`config.mk`:
```
export PLATFORM = sky130hd
export DESIGN_NAME = store_buffer_flat
export DESIGN_NICKNAME = d
export VERILOG_FILES = /design/src/rtl/store_buffer_if.sv /design/src/rtl/store_buffer.sv /design/src/flat_wrapper.sv
export SDC_FILE = /design/constraint.sdc
export NUM_CORES = 1
export LEC_CHECK = 0
export ABC_AREA = 1
export BUFFER_PORTS_ARGS = -buffer_cell sky130_fd_sc_hd__buf_2
export CORE_MARGIN = 10
export CORE_UTILIZATION = 44
export CTS_BUF_LIST = sky130_fd_sc_hd__clkbuf_8
export DETAILED_ROUTE_END_ITERATION = 10
export PLACE_DENSITY = 0.74
export SETUP_SLACK_MARGIN = 0.1
export SYNTH_ARGS = -nofsm -noshare
export SYNTH_HDL_FRONTEND = slang
export SYNTH_SLANG_ARGS = --single-unit
```
`constraint.sdc`:
```
create_clock -name clk -period 11.95 [get_ports clk]
set_input_delay 1.7925 -clock clk [delete_from_list [all_inputs] [get_ports clk]]
set_output_delay 1.7925 -clock clk [all_outputs]
set_load 0.05 [all_outputs]
```
`src/rtl/store_buffer_if.sv`:
```
// Write channel between the store buffer and data memory.
// The buffer presents the oldest pending store; memory accepts it with wready.
interface store_buffer_if #(
  parameter int AW = 32,
  parameter int DW = 32
);
  logic          wvalid;
  logic [AW-1:0] waddr;
  logic [DW-1:0] wdata;
  logic          wready;

  modport master (output wvalid, output waddr, output wdata, input wready);
  modport slave  (input wvalid, input waddr, input wdata, output wready);
endinterface

```
`src/rtl/store_buffer.sv`:
```
// Posted-write FIFO between the core data port and a slow memory write port.
// Stores drain in order; loads are forwarded from the youngest matching entry.
module store_buffer #(
  parameter int DEPTH = 4,
  parameter int AW    = 32,
  parameter int DW    = 32
) (
  input  logic          clk,
  input  logic          reset,
  input  logic          cpu_we,
  input  logic [AW-1:0] cpu_addr,
  input  logic [DW-1:0] cpu_wdata,
  output logic [DW-1:0] cpu_rdata,
  output logic          stall,
  output logic          empty,
  output logic [AW-1:0] mem_raddr,
  input  logic [DW-1:0] mem_rdata,
  store_buffer_if.master mem
);
  localparam int PW = $clog2(DEPTH);
  localparam int CW = PW + 1;

  logic [AW-1:0]    addr_q [DEPTH];
  logic [DW-1:0]    data_q [DEPTH];
  logic [DEPTH-1:0] valid_q;
  logic [PW-1:0]    head_q;
  logic [PW-1:0]    tail_q;
  logic [CW-1:0]    count_q;

  logic          push;
  logic          drain;
  logic          fwd_hit;
  logic [DW-1:0] fwd_data;
  logic [PW-1:0] idx;

  // Handshake outputs depend only on registered state, never on cpu_* inputs.
  assign stall      = (count_q == CW'(DEPTH));
  assign empty      = (count_q == '0);
  assign mem.wvalid = !empty;
  assign mem.waddr  = mem.wvalid ? addr_q[head_q] : '0;
  assign mem.wdata  = mem.wvalid ? data_q[head_q] : '0;
  assign mem_raddr  = cpu_addr;

  assign push  = cpu_we && !stall;
  assign drain = mem.wvalid && mem.wready;

  always_ff @(posedge clk or negedge reset) begin
    if (!reset) begin
      head_q  <= '0;
      tail_q  <= '0;
      count_q <= '0;
      valid_q <= '0;
    end else begin
      if (push) begin
        tail_q          <= tail_q + 1'b1;
        valid_q[tail_q] <= 1'b1;
      end
      if (drain) begin
        head_q          <= head_q + 1'b1;
        valid_q[head_q] <= 1'b0;
      end
      if (push && !drain) begin
        count_q <= count_q + 1'b1;
      end else if (drain && !push) begin
        count_q <= count_q - 1'b1;
      end
    end
  end

  // Entry payload needs no reset; validity is tracked separately.
  always_ff @(posedge clk) begin
    if (push) begin
      addr_q[tail_q] <= cpu_addr;
      data_q[tail_q] <= cpu_wdata;
    end
  end

  // Walk oldest to youngest from head so the last match is the youngest,
  // which keeps priority correct across the pointer wrap.
  always_comb begin
    fwd_hit  = 1'b0;
    fwd_data = '0;
    idx      = '0;
    for (int i = 0; i < DEPTH; i++) begin
      idx = head_q + PW'(i);
      if (valid_q[idx] && (addr_q[idx][AW-1:2] == cpu_addr[AW-1:2])) begin
        fwd_hit  = 1'b1;
        fwd_data = data_q[idx];
      end
    end
  end

  assign cpu_rdata = fwd_hit ? fwd_data : mem_rdata;

endmodule
```
`src/flat_wrapper.sv`:
```
// flat-port wrapper written by rule: the top's interface ports become plain ports
module store_buffer_flat 
#(
  parameter int DEPTH = 4,
  parameter int AW    = 32,
  parameter int DW    = 32
)
  (clk, reset, cpu_we, cpu_addr, cpu_wdata, cpu_rdata, stall, empty, mem_raddr, mem_rdata, mem_wvalid, mem_waddr, mem_wdata, mem_wready);
  store_buffer_if #(.AW(AW), .DW(DW)) mem_i ();
  input  logic clk;
  input  logic reset;
  input  logic cpu_we;
  input  logic [AW-1:0] cpu_addr;
  input  logic [DW-1:0] cpu_wdata;
  output logic [DW-1:0] cpu_rdata;
  output logic stall;
  output logic empty;
  output logic [AW-1:0] mem_raddr;
  input  logic [DW-1:0] mem_rdata;
  output wire logic [$bits(mem_i.wvalid)-1:0] mem_wvalid;
  output wire logic [$bits(mem_i.waddr)-1:0] mem_waddr;
  output wire logic [$bits(mem_i.wdata)-1:0] mem_wdata;
  input wire logic [$bits(mem_i.wready)-1:0] mem_wready;
  assign mem_wvalid = mem_i.wvalid;
  assign mem_waddr = mem_i.waddr;
  assign mem_wdata = mem_i.wdata;
  assign mem_i.wready = mem_wready;
  store_buffer #(.DEPTH(DEPTH), .AW(AW), .DW(DW)) u_core (.clk(clk), .reset(reset), .cpu_we(cpu_we), .cpu_addr(cpu_addr), .cpu_wdata(cpu_wdata), .cpu_rdata(cpu_rdata), .stall(stall), .empty(empty), .mem_raddr(mem_raddr), .mem_rdata(mem_rdata), .mem(mem_i));
endmodule
```
==> reports/metrics.yaml <==
reg2reg_to: "u_core.head_q[1]$_DFFE_PN0P_"
setup_ws_ns: 2.996
synth_top_area_cell: "edfxtp_1"
cp_max_fo: 84
min_path_type: "flop to flop"
num-fill-cells: 4314
ys_top_cells_by_area: "edfxtp_1 (40%), nand2_1 (20%), nand3_1 (12%)"
synth_nets: 2899
pin_count: 231
final.min_clock_period_ns: 8.954
synth_warnings: 0
ir_drop_mv: 0.2205
whs_ns: 0.5664
post-place-ws_ns: 3.851
grt_overflow_total: 0
synth_top_area_frac: 0.3958
holdPathStages: 1
cts_tree: "yes"
syn_area_per_cell_um2: 6.964
antenna_found_initial: 2
clock_sinks: 267
hold_start: "u_core.tail_q[0]$_DFFE_PN0P_"
leakage_nw: 10.38
register_area_mm2: 0.007968
grt_pass1_vias: 18094
track_usage: 0.2545
worst_pin_slew_ns: 1.135
final-max-slew-violation-count: 0
ys_ff_latch: 267
layout.nets: 3018
criticalPathCategory: "flop to output pin"
r2r_cells: 5
drtIter0Drc: 2408
cts_resized: 0
max-cap-violations: 0
multi_input_area_mm2: 0.009804
setup_viol: 0
die-area_mm2: 0.05295
mostFrequentLayoutCell: "nand2_1"
antenna_left: 0
cts-root-buf: "clkbuf_8"
path_clk_slew_ns: 0.06
cts_hold_buffers: 0
wl_per_cell_um: 19.99
holdPathEnd: "u_core.tail_q[0]$_DFFE_PN0P_"
htree_levels: 2
cts_buffers: 47
clk_path_buf_depth: 3
fin_crit_sh: 0.7493
coreArea_mm2: 0.04336
die_x_um: 230.1
synth_cell_type_count: 34
rsz0062_at_grt: "false"
synth_cells: 2789
synth_seq_area_share: 0.4100
final_hold_viol_count: 0
wl_um: 70610
worstPathArrival_ns: 7.16
tns_ns: 0
fin_worst_skew_ns: 0.04319
reg2reg_from: "u_core.head_q[0]$_DFFE_PN0P_"
place.port_buffers: 230
cp.required_ns: 10.16
vias_per_cell: 5.576
gp_congestion: 1.025
final_cell_mix: "nand2_1 (1,058), nand3_1 (459), edfxtp_1 (256)"
crit_path_start_kind: "flop"
maxSlewHeadroom: 0.2431
synthesis.area_mm2: 0.01942
r2r_slack_ns: 7.97
firstDrtPassIters: 6
critPathCaptureType: "output pin"
vias: 19696
p_per_area_mw_per_mm2: 314.2
fp-row-count: 76
drcViolationCount: 0
drive_above_1_share: 0.1209
grt_pass1_wl_um: 106000
initial_core_util: 0.4479
fmax_ghz: 0.1117
die_y_um: 230.1
cts_setup_buffers: 0
grt_max_degree: 125
status: "finished clean"
area_growth_pct: 10.84
clk_latency_ns: 0.64
hpwl_um: 51300
## worst max-delay path: stages, from the launching register on
cell and delay (ns):
dfrtp_4 0.86, clkinv_2 0.83, ha_2 0.63, buf_4 0.65
inv_6 0.42, nand3_1 0.23, nand2_1 0.08, nand2_1 0.09
o21ai_0 0.25, nor3_1 0.30, nand2_1 0.08, nor2_1 0.12
nand2_2 0.07, buf_4 0.32, inv_2 0.65, o211ai_1 0.31
nand3_1 0.16, buf_2 0.27
## per-stage QoR
stage               area, um^2  instances    util  power (mW)
floorplan                19420       2789       -       4.677
global placement         20590       3444  0.4750       5.794
detailed placement       20590       3444  0.4750       5.849
CTS                      21520       3530  0.4964       6.713
global route             21530       3532  0.4965       7.255
finish                   21530       3532  0.4965       6.765
## how the worst max path moves through the flow
| stage | startpoint | endpoint | slack [ns] | depth (start not counted) |
|---|---|---|---|---|
| after global routing | u_core.head_q[0]$_DFFE_PN0P_ | cpu_rdata[30] | 2.61 | 19 |
| after CTS | u_core.head_q[0]$_DFFE_PN0P_ | cpu_rdata[30] | 3.17 | 19 |
| final | u_core.head_q[0]$_DFFE_PN0P_ | cpu_rdata[18] | 3.00 | 17 |
| after floorplan | u_core.head_q[1]$_DFFE_PN0P_ | cpu_rdata[13] | 6.23 | 26 |
| after global placement | u_core.head_q[0]$_DFFE_PN0P_ | cpu_rdata[3] | 3.95 | 17 |
| after detailed placement | u_core.head_q[0]$_DFFE_PN0P_ | cpu_rdata[30] | 3.85 | 19 |
## Yosys cell counts
cell,instances
xor2_1,11
buf_4,38
or2_2,26
nand2_2,1
mux2i_1,66
ha_1,9
buf_6,1
dfrtp_1,11
o2111ai_1,1
nor3_1,5
a21oi_1,11
nor2_8,1
clkbuf_1,50
o22ai_1,1
o21ai_1,2
buf_1,16
nand4_1,51
o21ai_0,172
and2_1,2
o211ai_1,34
nor2_1,212
nand3_1,460
inv_1,211
buf_2,71
nand3b_1,1
and3_1,1
inv_2,4
clkinv_1,1
edfxtp_1,256
nor2_4,1
fa_1,1
mux2_2,1
xnor2_1,1
nand2_1,1059
## flip-flops by register name, indices dropped and copies added, names as in the netlist
name,count
u_core.addr_q,128
u_core.data_q,128
u_core.valid_q,4
u_core.count_q,3
u_core.head_q,2
u_core.tail_q,2
## kinds of logic after synthesis
group	synth area share
muxes	0.03459
xor gates and xnor gates	0.005411
buffers and inverters	0.08806
and+or+nand+nor	0.3935
adders and majority gates	0.006829
DFF	0.4100
AOI/OAI and AO/OA	0.06159
## layer usage
metal	share of wire	vias up	track usage
met5	0	-	0
met2	0.46	936	0.4089
met3	0.084	117	0.03694
li1	-	9454	-
met1	0.43	9189	0.3486
met4	0.024	0	0.07585
## power breakdown
group	switching, mW	total (mW)	internal (mW)
sequential	0.120	1.37	1.25
combinational	3.43	4.54	1.11
clock	0.408	0.854	0.446
total	3.96	6.76	2.81
## cell type report
cell class,count,share of cell area
Antenna cell,2,0.0002325
Inverter,216,0.03807
Tap cell,585,0.03400
Clock inverter,34,0.009880
Timing Repair Buffer,246,0.05905
Sequential cell,267,0.3701
Clock buffer,52,0.03324
Multi-Input combinational cell,2130,0.4554
Note: power is estimated with default switching activity, not from simulation.
